**config.mk**
```make
export PLATFORM = sky130hd
export DESIGN_NAME = mem_arbiter
export DESIGN_NICKNAME = d
export VERILOG_FILES = /design/src/rtl/mem_arbiter.sv
export SDC_FILE = /design/constraint.sdc
export NUM_CORES = 1
export LEC_CHECK = 0
export CORE_ASPECT_RATIO = 0.75
export CORE_MARGIN = 2
export CORE_UTILIZATION = 46
export CTS_BUF_LIST = sky130_fd_sc_hd__clkbuf_4 sky130_fd_sc_hd__clkbuf_8
export CTS_CLUSTER_SIZE = 30
export DETAILED_ROUTE_END_ITERATION = 7
export MAX_ROUTING_LAYER = met4
export PLACE_DENSITY_LB_ADDON = 0.1
export SYNTH_ARGS = -nofsm -noshare
export SYNTH_HDL_FRONTEND = slang
export SYNTH_SLANG_ARGS = --single-unit
```
**constraint.sdc**
```tcl
create_clock -name clk -period 9.4 [get_ports clk]
set_input_delay 1.88 -clock clk [delete_from_list [all_inputs] [get_ports clk]]
set_output_delay 1.88 -clock clk [all_outputs]
set_load 0.02 [all_outputs]
```
**src/rtl/mem_arbiter.sv**
```systemverilog
// -----------------------------------------------------------------------------
// mem_arbiter
//
// Shares one byte-addressed, 32-bit-word unified memory between an
// instruction-fetch port (read-only, i_*) and a data port (read/write, d_*).
// Every access takes exactly three cycles:
//   IDLE : requests sampled, winner latched, address screened
//   ACC  : memory strobe raised (unless the address was rejected)
//   RESP : winner receives a one-cycle ack (qualified by err)
// The arbiter owns the memory strobes; requesters never touch memory directly.
//
// Configuration:
//   MEM_ARB_RR_EN  defined   -> round-robin on a tie (first tie after reset
//                               goes to the data port)
//                  undefined -> fixed priority, data port always wins a tie
//
// Parameters:
//   MEM_SIZE  memory depth in bytes; legal word addresses 0..MEM_SIZE-4
//   ADDR_W    address width
//
// Ports:
//   clk, rst            clock, asynchronous active-high reset
//   i_req/i_addr        instruction read request and byte address
//   i_rdata/i_ack/i_err instruction response (rdata valid while i_ack)
//   d_req/d_we/d_addr/d_wdata   data request (d_we=1 write)
//   d_rdata/d_ack/d_err data response (rdata valid while d_ack)
//   mem_read/mem_write  memory strobes, only ever high in ACC
//   mem_addr/mem_wrData latched address / write data of the current winner
//   mem_rdData          combinational read data from the memory
//   busy                high whenever the FSM is not in IDLE
// -----------------------------------------------------------------------------
module mem_arbiter #(
  parameter int MEM_SIZE = 3000,
  parameter int ADDR_W   = 32
) (
  input  logic              clk,
  input  logic              rst,

  // instruction-fetch port (read-only)
  input  logic              i_req,
  input  logic [ADDR_W-1:0] i_addr,
  output logic [31:0]       i_rdata,
  output logic              i_ack,
  output logic              i_err,

  // data port (read/write)
  input  logic              d_req,
  input  logic              d_we,
  input  logic [ADDR_W-1:0] d_addr,
  input  logic [31:0]       d_wdata,
  output logic [31:0]       d_rdata,
  output logic              d_ack,
  output logic              d_err,

  // memory side
  output logic              mem_read,
  output logic              mem_write,
  output logic [ADDR_W-1:0] mem_addr,
  output logic [31:0]       mem_wrData,
  input  logic [31:0]       mem_rdData,

  output logic              busy
);

  // Highest byte address at which a full word still fits in memory.
  localparam logic [ADDR_W-1:0] LAST_WORD_ADDR = ADDR_W'(MEM_SIZE - 4);

  typedef enum logic [1:0] {
    ST_IDLE = 2'd0,
    ST_ACC  = 2'd1,
    ST_RESP = 2'd2
  } state_t;

  state_t state;

  // Latched transaction attributes. The address and write data live directly
  // in mem_addr / mem_wrData, which are visible on the memory bus at all
  // times; only the strobes decide whether memory actually does anything.
  logic sel_d;    // 1 = data port owns the current transaction
  logic lat_we;   // write (always 0 for the instruction port)
  logic lat_err;  // address rejected, no strobe will be raised

`ifdef MEM_ARB_RR_EN
  // Round-robin pointer: 1 when the data port was granted last.
  // Reset value 0 ("instruction last") hands the first tie to the data port.
  logic last_d;
`endif

  // ---------------------------------------------------------------------------
  // Address screening: misaligned or past the last full word.
  // ---------------------------------------------------------------------------
  function automatic logic addr_bad(input logic [ADDR_W-1:0] a);
    return (a[1:0] != 2'b00) || (a > LAST_WORD_ADDR);
  endfunction

  // ---------------------------------------------------------------------------
  // Arbitration decision and the values the winner would latch. Only
  // consumed in IDLE; evaluated every cycle because it is pure logic.
  // ---------------------------------------------------------------------------
  logic              grant_d;
  logic              gnt_we;
  logic              gnt_err;
  logic [ADDR_W-1:0] gnt_addr;
  logic [31:0]       gnt_wdata;

  always_comb begin
    // NOTE: every variable gets a default before any branch; a path that
    // leaves one unassigned would infer a latch.
    grant_d = 1'b0;
    if (d_req && i_req) begin
`ifdef MEM_ARB_RR_EN
      grant_d = !last_d;
`else
      grant_d = 1'b1;
`endif
    end else if (d_req) begin
      grant_d = 1'b1;
    end

    gnt_we    = grant_d && d_we;
    gnt_addr  = grant_d ? d_addr  : i_addr;
    gnt_wdata = grant_d ? d_wdata : 32'h0;
    gnt_err   = addr_bad(gnt_addr);
  end

  // ---------------------------------------------------------------------------
  // Sequencer. All outputs are registered so that an asynchronous reset
  // drops the strobes immediately, even in the middle of ACC, and an
  // aborted transaction can never produce an ack.
  // ---------------------------------------------------------------------------
  // NOTE: sequential state uses non-blocking assignments only, so every
  // register samples the pre-edge value of every other register.
  always_ff @(posedge clk or posedge rst) begin
    if (rst) begin
      state      <= ST_IDLE;
      sel_d      <= 1'b0;
      lat_we     <= 1'b0;
      lat_err    <= 1'b0;
      mem_read   <= 1'b0;
      mem_write  <= 1'b0;
      mem_addr   <= '0;
      mem_wrData <= 32'h0;
      i_rdata    <= 32'h0;
      i_ack      <= 1'b0;
      i_err      <= 1'b0;
      d_rdata    <= 32'h0;
      d_ack      <= 1'b0;
      d_err      <= 1'b0;
      busy       <= 1'b0;
`ifdef MEM_ARB_RR_EN
      last_d     <= 1'b0;
`endif
    end else begin
      case (state)
        ST_IDLE: begin
          if (i_req || d_req) begin
            state      <= ST_ACC;
            busy       <= 1'b1;
            sel_d      <= grant_d;
            lat_we     <= gnt_we;
            lat_err    <= gnt_err;
            mem_addr   <= gnt_addr;
            mem_wrData <= gnt_wdata;
            // Strobes for ACC are decided here so they are glitch-free
            // register outputs for the whole ACC cycle.
            mem_read   <= !gnt_err && !gnt_we;
            mem_write  <= !gnt_err &&  gnt_we;
`ifdef MEM_ARB_RR_EN
            // Updated on every grant, rejected ones included.
            last_d     <= grant_d;
`endif
          end
        end

        ST_ACC: begin
          state     <= ST_RESP;
          mem_read  <= 1'b0;
          mem_write <= 1'b0;
          // Only the winner's response registers move; the loser's
          // rdata keeps whatever it last returned.
          if (sel_d) begin
            d_rdata <= (lat_we || lat_err) ? 32'h0 : mem_rdData;
            d_ack   <= 1'b1;
            d_err   <= lat_err;
          end else begin
            i_rdata <= lat_err ? 32'h0 : mem_rdData;
            i_ack   <= 1'b1;
            i_err   <= lat_err;
          end
        end

        ST_RESP: begin
          state <= ST_IDLE;
          busy  <= 1'b0;
          i_ack <= 1'b0;
          i_err <= 1'b0;
          d_ack <= 1'b0;
          d_err <= 1'b0;
        end

        default: begin
          state     <= ST_IDLE;
          busy      <= 1'b0;
          mem_read  <= 1'b0;
          mem_write <= 1'b0;
          i_ack     <= 1'b0;
          i_err     <= 1'b0;
          d_ack     <= 1'b0;
          d_err     <= 1'b0;
        end
      endcase
    end
  end

  // ---------------------------------------------------------------------------
  // Structural invariants of the sequencer.
  // ---------------------------------------------------------------------------
  a_strobes_exclusive : assert property (@(posedge clk) disable iff (rst)
    !(mem_read && mem_write));

  a_strobes_only_in_acc : assert property (@(posedge clk) disable iff (rst)
    (mem_read || mem_write) |-> (state == ST_ACC));

  a_single_completion : assert property (@(posedge clk) disable iff (rst)
    !(i_ack && d_ack));

  a_ack_only_in_resp : assert property (@(posedge clk) disable iff (rst)
    (i_ack || d_ack) |-> (state == ST_RESP));

  a_busy_tracks_state : assert property (@(posedge clk) disable iff (rst)
    busy == (state != ST_IDLE));

endmodule

```
After elaboration in Yosys (flattened, before gate mapping)
Index checks and enable logic that the tools add are counted.
Cells by class
  equal/unequal tests: 5
  bitwise logic cells: 4
  reduce and logical (&&, ||, !) cells: 18
  $lt $le $gt $ge: 1
  muxes and demuxes: 22
Operators with widths (number)
  two-way mux 32 bit: 4
  > comparator 32 x 12 -> 1 bit (second input constant): 1
  one-hot mux 1 bit (2 select lines): 7
  AND reduction 2 bit: 7
  two-way mux 1 bit: 9
  inequality test 2 bit (second input constant): 3
  logical AND 1 bit: 4
  inverter 1 bit: 4
  one-hot mux 2 bit (2 select lines): 1
  logical OR 1 bit: 3
  == test 2 x 1 -> 1 bit (second input constant): 1
  == test 2 bit (second input constant): 1
  zero test 1 bit: 2
  zero test 2 bit: 1
  two-way mux 2 bit: 1
  nonzero test 2 bit: 1
Word-level totals
  output and inout port bits: 135
  logic and storage cells: 65
  bits in registers: 140

Logic depth before layout (Yosys ltp)
Gate-level depths: netlist of run 1.
  depth after elaboration: 9
  depth in mapped cells: 8
  mapped depth without buffers: 6

Least setup slack after synthesis of run 1
No wires, ideal clock.
  kind: input-to-reg
  from: in d_req
  to: reg lat_err
  setup slack: 6.056 ns
  arrival time: 3.219 ns
  required time: 9.275 ns
  setup time: 0.125 ns
  stages: 7
  cell sequence: buf_6 -> or4_1 -> o22ai_1 -> nand4_1 -> nor3_2 -> o21ai_1 -> mux2_4
Between the ends
  cells in the longest elaborated chain, start to end: 5
  elaborated cells on any way between the ends: 9
  classes of those cells: order compare (1); mux (3); reduce/logical (5)
RTL lines
  start: declaration: RTL line 47  | input logic d_req,
  two-way mux 1 bit or logical AND 1 bit (tied branches): RTL line 116, 110
  two-way mux 1 bit: RTL line 110  | if (d_req && i_req) begin
  two-way mux 32 bit: RTL line 121  | gnt_addr = grant_d ? d_addr : i_addr;
  > comparator 32 x 12 -> 1 bit or nonzero test 2 bit (tied branches): RTL line 93  | return (a[1:0] != 2'b00) || (a > LAST_WORD_ADDR);
  logical OR 1 bit: RTL line 93
  end signal: assignment: RTL line 161  | lat_err <= gnt_err;
  end: declaration: RTL line 81  | logic lat_err;
Parallel ways exist; a longest one is shown, timed or not.
A chain may end at the register's enable or synchronous reset.

Worst setup path after layout of run 1
Ends and elaborated chain as after synthesis.

==> results of run 1 <==
-- sequential cells by signal, summed over array words and instances (netlist names) --
register,count
lat_we,1
mem_write,1
d_ack,1
i_ack,1
busy,1
d_err,1
i_err,1
lat_err,1
mem_read,1
mem_addr,32
mem_wrData,32
state,2
i_rdata,32
sel_d,1
d_rdata,32
-- per-layer routing --
metal,track usage,up-vias
li1,-,2493
met3,0.0714,25
met2,0.410,202
met1,0.327,2468
met4,0.0931,0
met5,-,-
-- logic make-up after synthesis --
kind of cell	after synthesis	synth area share
and+or+nand+nor	214	0.164
DFF	140	0.594
buffers and inverters	48	0.0329
AOI/OAI and AO/OA	150	0.152
muxes	33	0.0571
-- power by group through the flow --
stage               logic (mW)  clock network (mW)  registers [mW]
floorplan                0.297                   0            1.04
global placement         0.918                   0           0.870
detailed placement       0.936                   0           0.868
CTS                      0.938               0.576           0.865
global route             0.996               0.602           0.886
finish                   0.928               0.563           0.864
-- cells in the final DEF, fill, tap and decap left out, types with 2 or more instances in the layout --
cell type        instances
or3_1                    2
nand3_1                  3
mux2i_1                 31
nor2_1                  12
nand2_1                141
o21ai_0                 99
o22ai_1                  3
clkbuf_8                18
a31oi_1                  3
nor3_1                   4
bufinv_16                5
or4b_1                   3
clkinvlp_4               4
or4_1                    3
a21oi_1                  4
nand2b_1                35
nor4_1                   2
clkdlybuf4s50_1        266
inv_1                    5
dfrtp_1                140
clkinv_4                 3
inv_6                    2
a22o_1                  33
buf_4                    4
-- worst max path at each step --
stage | endpoint | depth (start not counted) | slack, ps | start
2_1_floorplan | busy | 1 | 3770 | rst
3_3_place_gp | lat_err | 6 | 5030 | d_req
4_1_cts | lat_err | 6 | 5380 | d_req
3_5_place_dp | lat_err | 6 | 4920 | d_req
5_1_grt | lat_err | 6 | 5150 | d_req
6_report | lat_err | 6 | 5330 | d_req
-- tightest hold or removal path, cell delays in order (launching register included) --
cell and delay (ps):
dfrtp_1 340, nand2_1 40, o21ai_0 60
-- final cells by class --
cell class / instances / area, um^2
Clock inverter: 13 / 215
Inverter: 7 / 31.3
Timing Repair Buffer: 271 / 2700
Fill cell: 852 / 3260
Tap cell: 166 / 208
Sequential cell: 140 / 3500
Clock buffer: 19 / 255
Multi-Input combinational cell: 397 / 2220
-- stage by stage --
step | cells | instance area, um^2 | total power [mW]
6_report | 1013 | 9130 | 2.36
3_3_place_gp | 981 | 8660 | 1.79
2_1_floorplan | 585 | 5900 | 1.34
5_1_grt | 1013 | 9130 | 2.48
4_1_cts | 1013 | 9130 | 2.38
3_5_place_dp | 981 | 8660 | 1.80
==> impl_metrics.py, run 1 <==
metrics = {
    "power_and_ir_drop": {
        "peakVddDrop_mv": 0.180,
        "seqPwrFrac": 0.367,
        "intPower_mw": 1.51,
        "combPwrFrac": 0.394,
        "leakagePower_nw": 3.84,
        "p_sw_mw": 0.848,
        "cellPowerDensity_nw_per_um2": 258,
        "swShare": 0.360,
        "clkPwrFrac": 0.239,
    },
    "cts": {
        "clk_latency_ps": 430,
        "cts_buffers": 17,
        "clockBufferDepth": 2,
        "clk_pin_slew_ps": 70,
        "cts_hold_buffers": 0,
        "clockRootBuffer": "clkbuf_8",
        "cts_max_level": 4,
        "post_cts_buffers": 0,
        "cts.repair.resized": 0,
        "cts_tree": "built",
        "numClockSinks": 140,
    },
    "drt": {
        "vias": 5188,
        "via_per_inst": 5.12,
        "postRouteAntennaNets": 0,
        "firstDrtPassIters": 5,
        "drc": 0,
        "wl_met2_um": 8200,
        "wl_um": 17100,
        "wl_met3_um": 1330,
        "routedWlPerCell_um": 16.9,
        "met1_length_um": 7260,
        "top_layer": "met4",
        "drt_iter0_drc": 220,
    },
    "floorplanning": {
        "die_h_um": 102,
        "num_io_pins": 268,
        "start_util": 0.476,
        "fp.coreArea_um2": 12400,
        "rows": 35,
        "die_area_um2": 13800,
        "die_w_um": 135,
    },
    "synth": {
        "async_reset_ff_frac": 1.00,
        "ys_seq_area_frac": 0.594,
        "syn_area_um2": 5900,
        "yosysTopAreaCellShare": 0.594,
        "yosysTopAreaCell": "dfrtp_1",
        "synth_seq_cells": 140,
        "synth_flop_cell": "dfrtp_1",
        "yosys_warnings": 0,
        "syn_area_per_cell_um2": 10.1,
        "yosys-top-cells-area": "dfrtp_1 59%, nand2_1 9.0%, o21ai_0 8.4%",
        "synth_cell_types": 37,
        "yosysMostFrequentCell": "nand2_1",
        "synth.top_cells.by_count": "142 x nand2_1, 140 x dfrtp_1, 99 x o21ai_0, 36 x nand2b_1",
        "synth_cells": 585,
        "syn_nets": 718,
        "synth_edf_count": 0,
    },
    "critical_path": {
        "cp_cell_sequence": "buf_2 > buf_4 > o21ai_4 > buf_4 > clkinv_1 > mux2_4",
        "arrival_ps": 4370,
        "r2r_slack_ps": 7000,
        "end_kind": "flip-flop",
        "r2r_start": "state[1]",
        "crit_type": "input port to flip-flop",
        "critPathMaxStageDelay_ps": 690,
        "crit_fanout": 62,
        "r2r_end": "lat_err",
        "critPathTopFamily": "buffers and inverters",
        "crit_slowest_cell": "o21ai_4",
        "crit_required_ps": 9710,
        "ff2ff_path_depth": 5,
        "crit_buf_inv": 4,
        "critPathLaunchType": "input port",
        "path_common_cell": "buf_4",
    },
    "final_layout": {
        "drive_gt1_frac": 0.0531,
        "area_delta_synth_final_pct": 54.8,
        "fin_nets": 967,
        "diodes": 0,
        "post-route-util": 0.737,
    },
    "hold_path": {
        "hold_class": "flip-flop to flip-flop",
        "hold_path.startpoint": "mem_addr[31]",
        "hold_depth": 2,
        "whs_endpoint": "mem_addr[31]",
    },
    "grt": {
        "grt_pass1_vias": 5227,
        "antenna_found_initial": 0,
        "grtUsageTotal": 0.261,
        "grt_max_degree": 78,
        "grt.overflow.total": 0,
        "grt_pass1_wl_um": 26700,
    },
    "place": {
        "place_congestion": 0.869,
        "hpwl_um": 12100,
        "preCtsSetupSlack_ps": 4920,
        "portBuffers": 267,
    },
    "sta": {
        "fin_setup_tns_ps": 0,
        "relSlewSlack": 0.192,
        "setup_viol": 0,
        "setup_slack_ps": 5330,
        "rsz0062_at_grt": "no",
        "fin_crit_ps": 4070,
        "period_share": 0.433,
        "max_slew.worst_pin.slew_ps": 1210,
        "max_freq_mhz": 246,
        "holdWs_ps": 478,
        "timing_hold_violations_final": 0,
        "drv_slew": 0,
        "clock_skew_ps": 12.5,
    },
    "run": {
        "cap_violations": 0,
    },
    "run_status": {
        "status": "complete, no violations",
    },
}
Power figures use the tool's default switching activity.
==> run 2, diff against run 1 <==
--- a/config.mk
+++ b/config.mk
@@ -7,7 +7,7 @@
 export LEC_CHECK = 0
 export CORE_ASPECT_RATIO = 0.75
 export CORE_MARGIN = 2
-export CORE_UTILIZATION = 46
+export CORE_UTILIZATION = 39
 export CTS_BUF_LIST = sky130_fd_sc_hd__clkbuf_4 sky130_fd_sc_hd__clkbuf_8
 export CTS_CLUSTER_SIZE = 30
 export DETAILED_ROUTE_END_ITERATION = 7
==> constraint.sdc (replaced) <==
create_clock -name clk -period 3.3 [get_ports clk]
set_input_delay 0.66 -clock clk [delete_from_list [all_inputs] [get_ports clk]]
set_output_delay 0.66 -clock clk [all_outputs]
set_load 0.02 [all_outputs]
==> run 2 against run 1 <==
Net effect: worst setup slack worse by 4400 ps; hold slack gained 1.2 ps; sequential power rose to 2.8 times the previous value; global-route usage is 3.8 points lower; combinational power rose to 2.9 times the previous value; wire length rose by 0.20%; critical path depth is 1 higher; clock-buffer cell count rose by 2; cell count rose by 3.7%; utilization down 11 points.
==> impl_metrics.py, run 2 (same netlist as run 1, synthesis figures left out) <==
metrics = {
    "run_status": {
        "status": "complete, no violations",
    },
    "drt": {
        "via_per_inst": 4.84,
        "drt_iter0_drc": 232,
        "drc": 0,
        "routedWlPerCell_um": 16.3,
        "postRouteAntennaNets": 0,
        "wl_um": 17200,
        "vias": 5080,
        "firstDrtPassIters": 5,
    },
    "cts": {
        "cts_hold_buffers": 0,
        "cts.repair.resized": 0,
        "cts_max_level": 4,
        "clk_pin_slew_ps": 80,
        "numClockSinks": 140,
        "post_cts_buffers": 0,
        "clockBufferDepth": 2,
        "cts_buffers": 17,
        "clk_latency_ps": 430,
        "clockRootBuffer": "clkbuf_8",
        "cts_tree": "built",
    },
    "final_layout": {
        "drive_gt1_frac": 0.0565,
        "fin_nets": 971,
        "final_cell_mix": "266 x clkdlybuf4s50_1, 141 x nand2_1, 140 x dfrtp_1",
        "area_delta_synth_final_pct": 55.4,
        "diodes": 0,
        "final_common_cell": "clkdlybuf4s50_1",
        "fill_cells": 1251,
    },
    "sta": {
        "setup_viol": 0,
        "relSlewSlack": 0.293,
        "drv_slew": 0,
        "clock_skew_ps": 13.4,
        "period_share": 0.717,
        "rsz0062_at_grt": "no",
        "timing_hold_violations_final": 0,
        "max_slew.worst_pin.slew_ps": 1060,
        "fin_setup_tns_ps": 0,
        "fin_crit_ps": 2360,
        "max_freq_mhz": 423,
    },
    "place": {
        "hpwl_um": 12300,
        "place_congestion": 0.841,
        "portBuffers": 267,
    },
    "critical_path": {
        "crit_required_ps": 3600,
        "critPathLaunchType": "input port",
        "end_kind": "flip-flop",
        "crit_type": "input port to flip-flop",
        "crit_buf_inv": 1,
        "crit_slowest_cell": "buf_2",
        "critPathTopFamily": "simple AND/OR/NAND/NOR gates",
        "cp_cell_sequence": "buf_2 > or4b_1 > o22ai_1 > nand4_1 > nor3_2 > o21ai_1 > mux2_4",
        "arrival_ps": 2670,
        "r2r_slack_ps": 1390,
        "critPathMaxStageDelay_ps": 530,
        "crit_fanout": 34,
    },
    "power_and_ir_drop": {
        "cellPowerDensity_nw_per_um2": 709,
        "peakVddDrop_mv": 0.453,
        "leakagePower_nw": 3.85,
        "power_mw": 6.50,
    },
    "floorplanning": {
        "die_area_um2": 16100,
        "num_io_pins": 268,
        "fp.coreArea_um2": 14600,
        "die_h_um": 111,
        "start_util": 0.403,
        "die_w_um": 146,
        "rows": 38,
    },
    "grt": {
        "grt_pass1_wl_um": 27700,
        "antenna_found_initial": 0,
        "grtUsageTotal": 0.222,
        "grt.overflow.total": 0,
        "grt_max_degree": 95,
        "grt_pass1_vias": 5226,
    },
    "hold_path": {
        "hold_class": "flip-flop to flip-flop",
    },
    "run": {
        "cap_violations": 0,
    },
}
==> run 2: metal layers <==
layer,part of all wire,global-route usage,vias up
li1,-,-,2508
met2,0.45,0.326,194
met1,0.45,0.290,2354
met5,0,-,-
met3,0.078,0.0789,24
met4,0.019,0.0693,0
==> run 2: through the flow <==
step | setup slack (ps) | instance area (um^2) | hold WS (ps) | std cells | util
finish | 935 | 9170 | 480 | 1050 | 0.626
floorplan | 891 | 5900 | 447 | 585 | -
global placement | 560 | 8770 | 461 | 1019 | 0.599
detailed placement | 505 | 8770 | 469 | 1019 | 0.599
CTS | 971 | 9170 | 486 | 1050 | 0.626
global route | 833 | 9170 | 501 | 1050 | 0.626
==> run 2: worst paths after layout <==
| path | from | to | cells past startpoint |
|---|---|---|---|
| worst min-delay path | i_rdata[11] | i_rdata[11] | 2 |
| worst max-delay path | d_req | lat_err | 7 |
| worst max register to register | state[1] | i_rdata[26] | 3 |
| worst min register to register | i_rdata[11] | i_rdata[11] | 2 |
| max in group asynchronous | rst | d_err | 3 |
| min in group asynchronous | rst | mem_addr[2] | 2 |
==> run 2: final cells by class <==
| type | count | area, um^2 | area share |
|---|---|---|---|
| sequential | 140 | 3500 | 0.382 |
| timing repair buffer | 275 | 2770 | 0.302 |
| multi-input combinational | 397 | 2220 | 0.242 |
| clock buffer | 21 | 283 | 0.0308 |
| tap | 200 | 250 | 0.0273 |
| clock inverter | 10 | 115 | 0.0126 |
| inverter | 7 | 30.0 | 0.00328 |
==> run 2: report_power, final <==
group	switching (mW)	internal [mW]
Combinational	1.46	1.21
Clock	0.645	0.736
Sequential	0.275	2.17
Total	2.38	4.12
==> run 2: worst reg2reg max path, delay by kind of cell (launching register included) <==
kind | cells | cell delay (ps)
AO/OA/AOI/OAI | 1 | 470
flip-flops | 1 | 470
AND/OR/NAND/NOR | 2 | 860
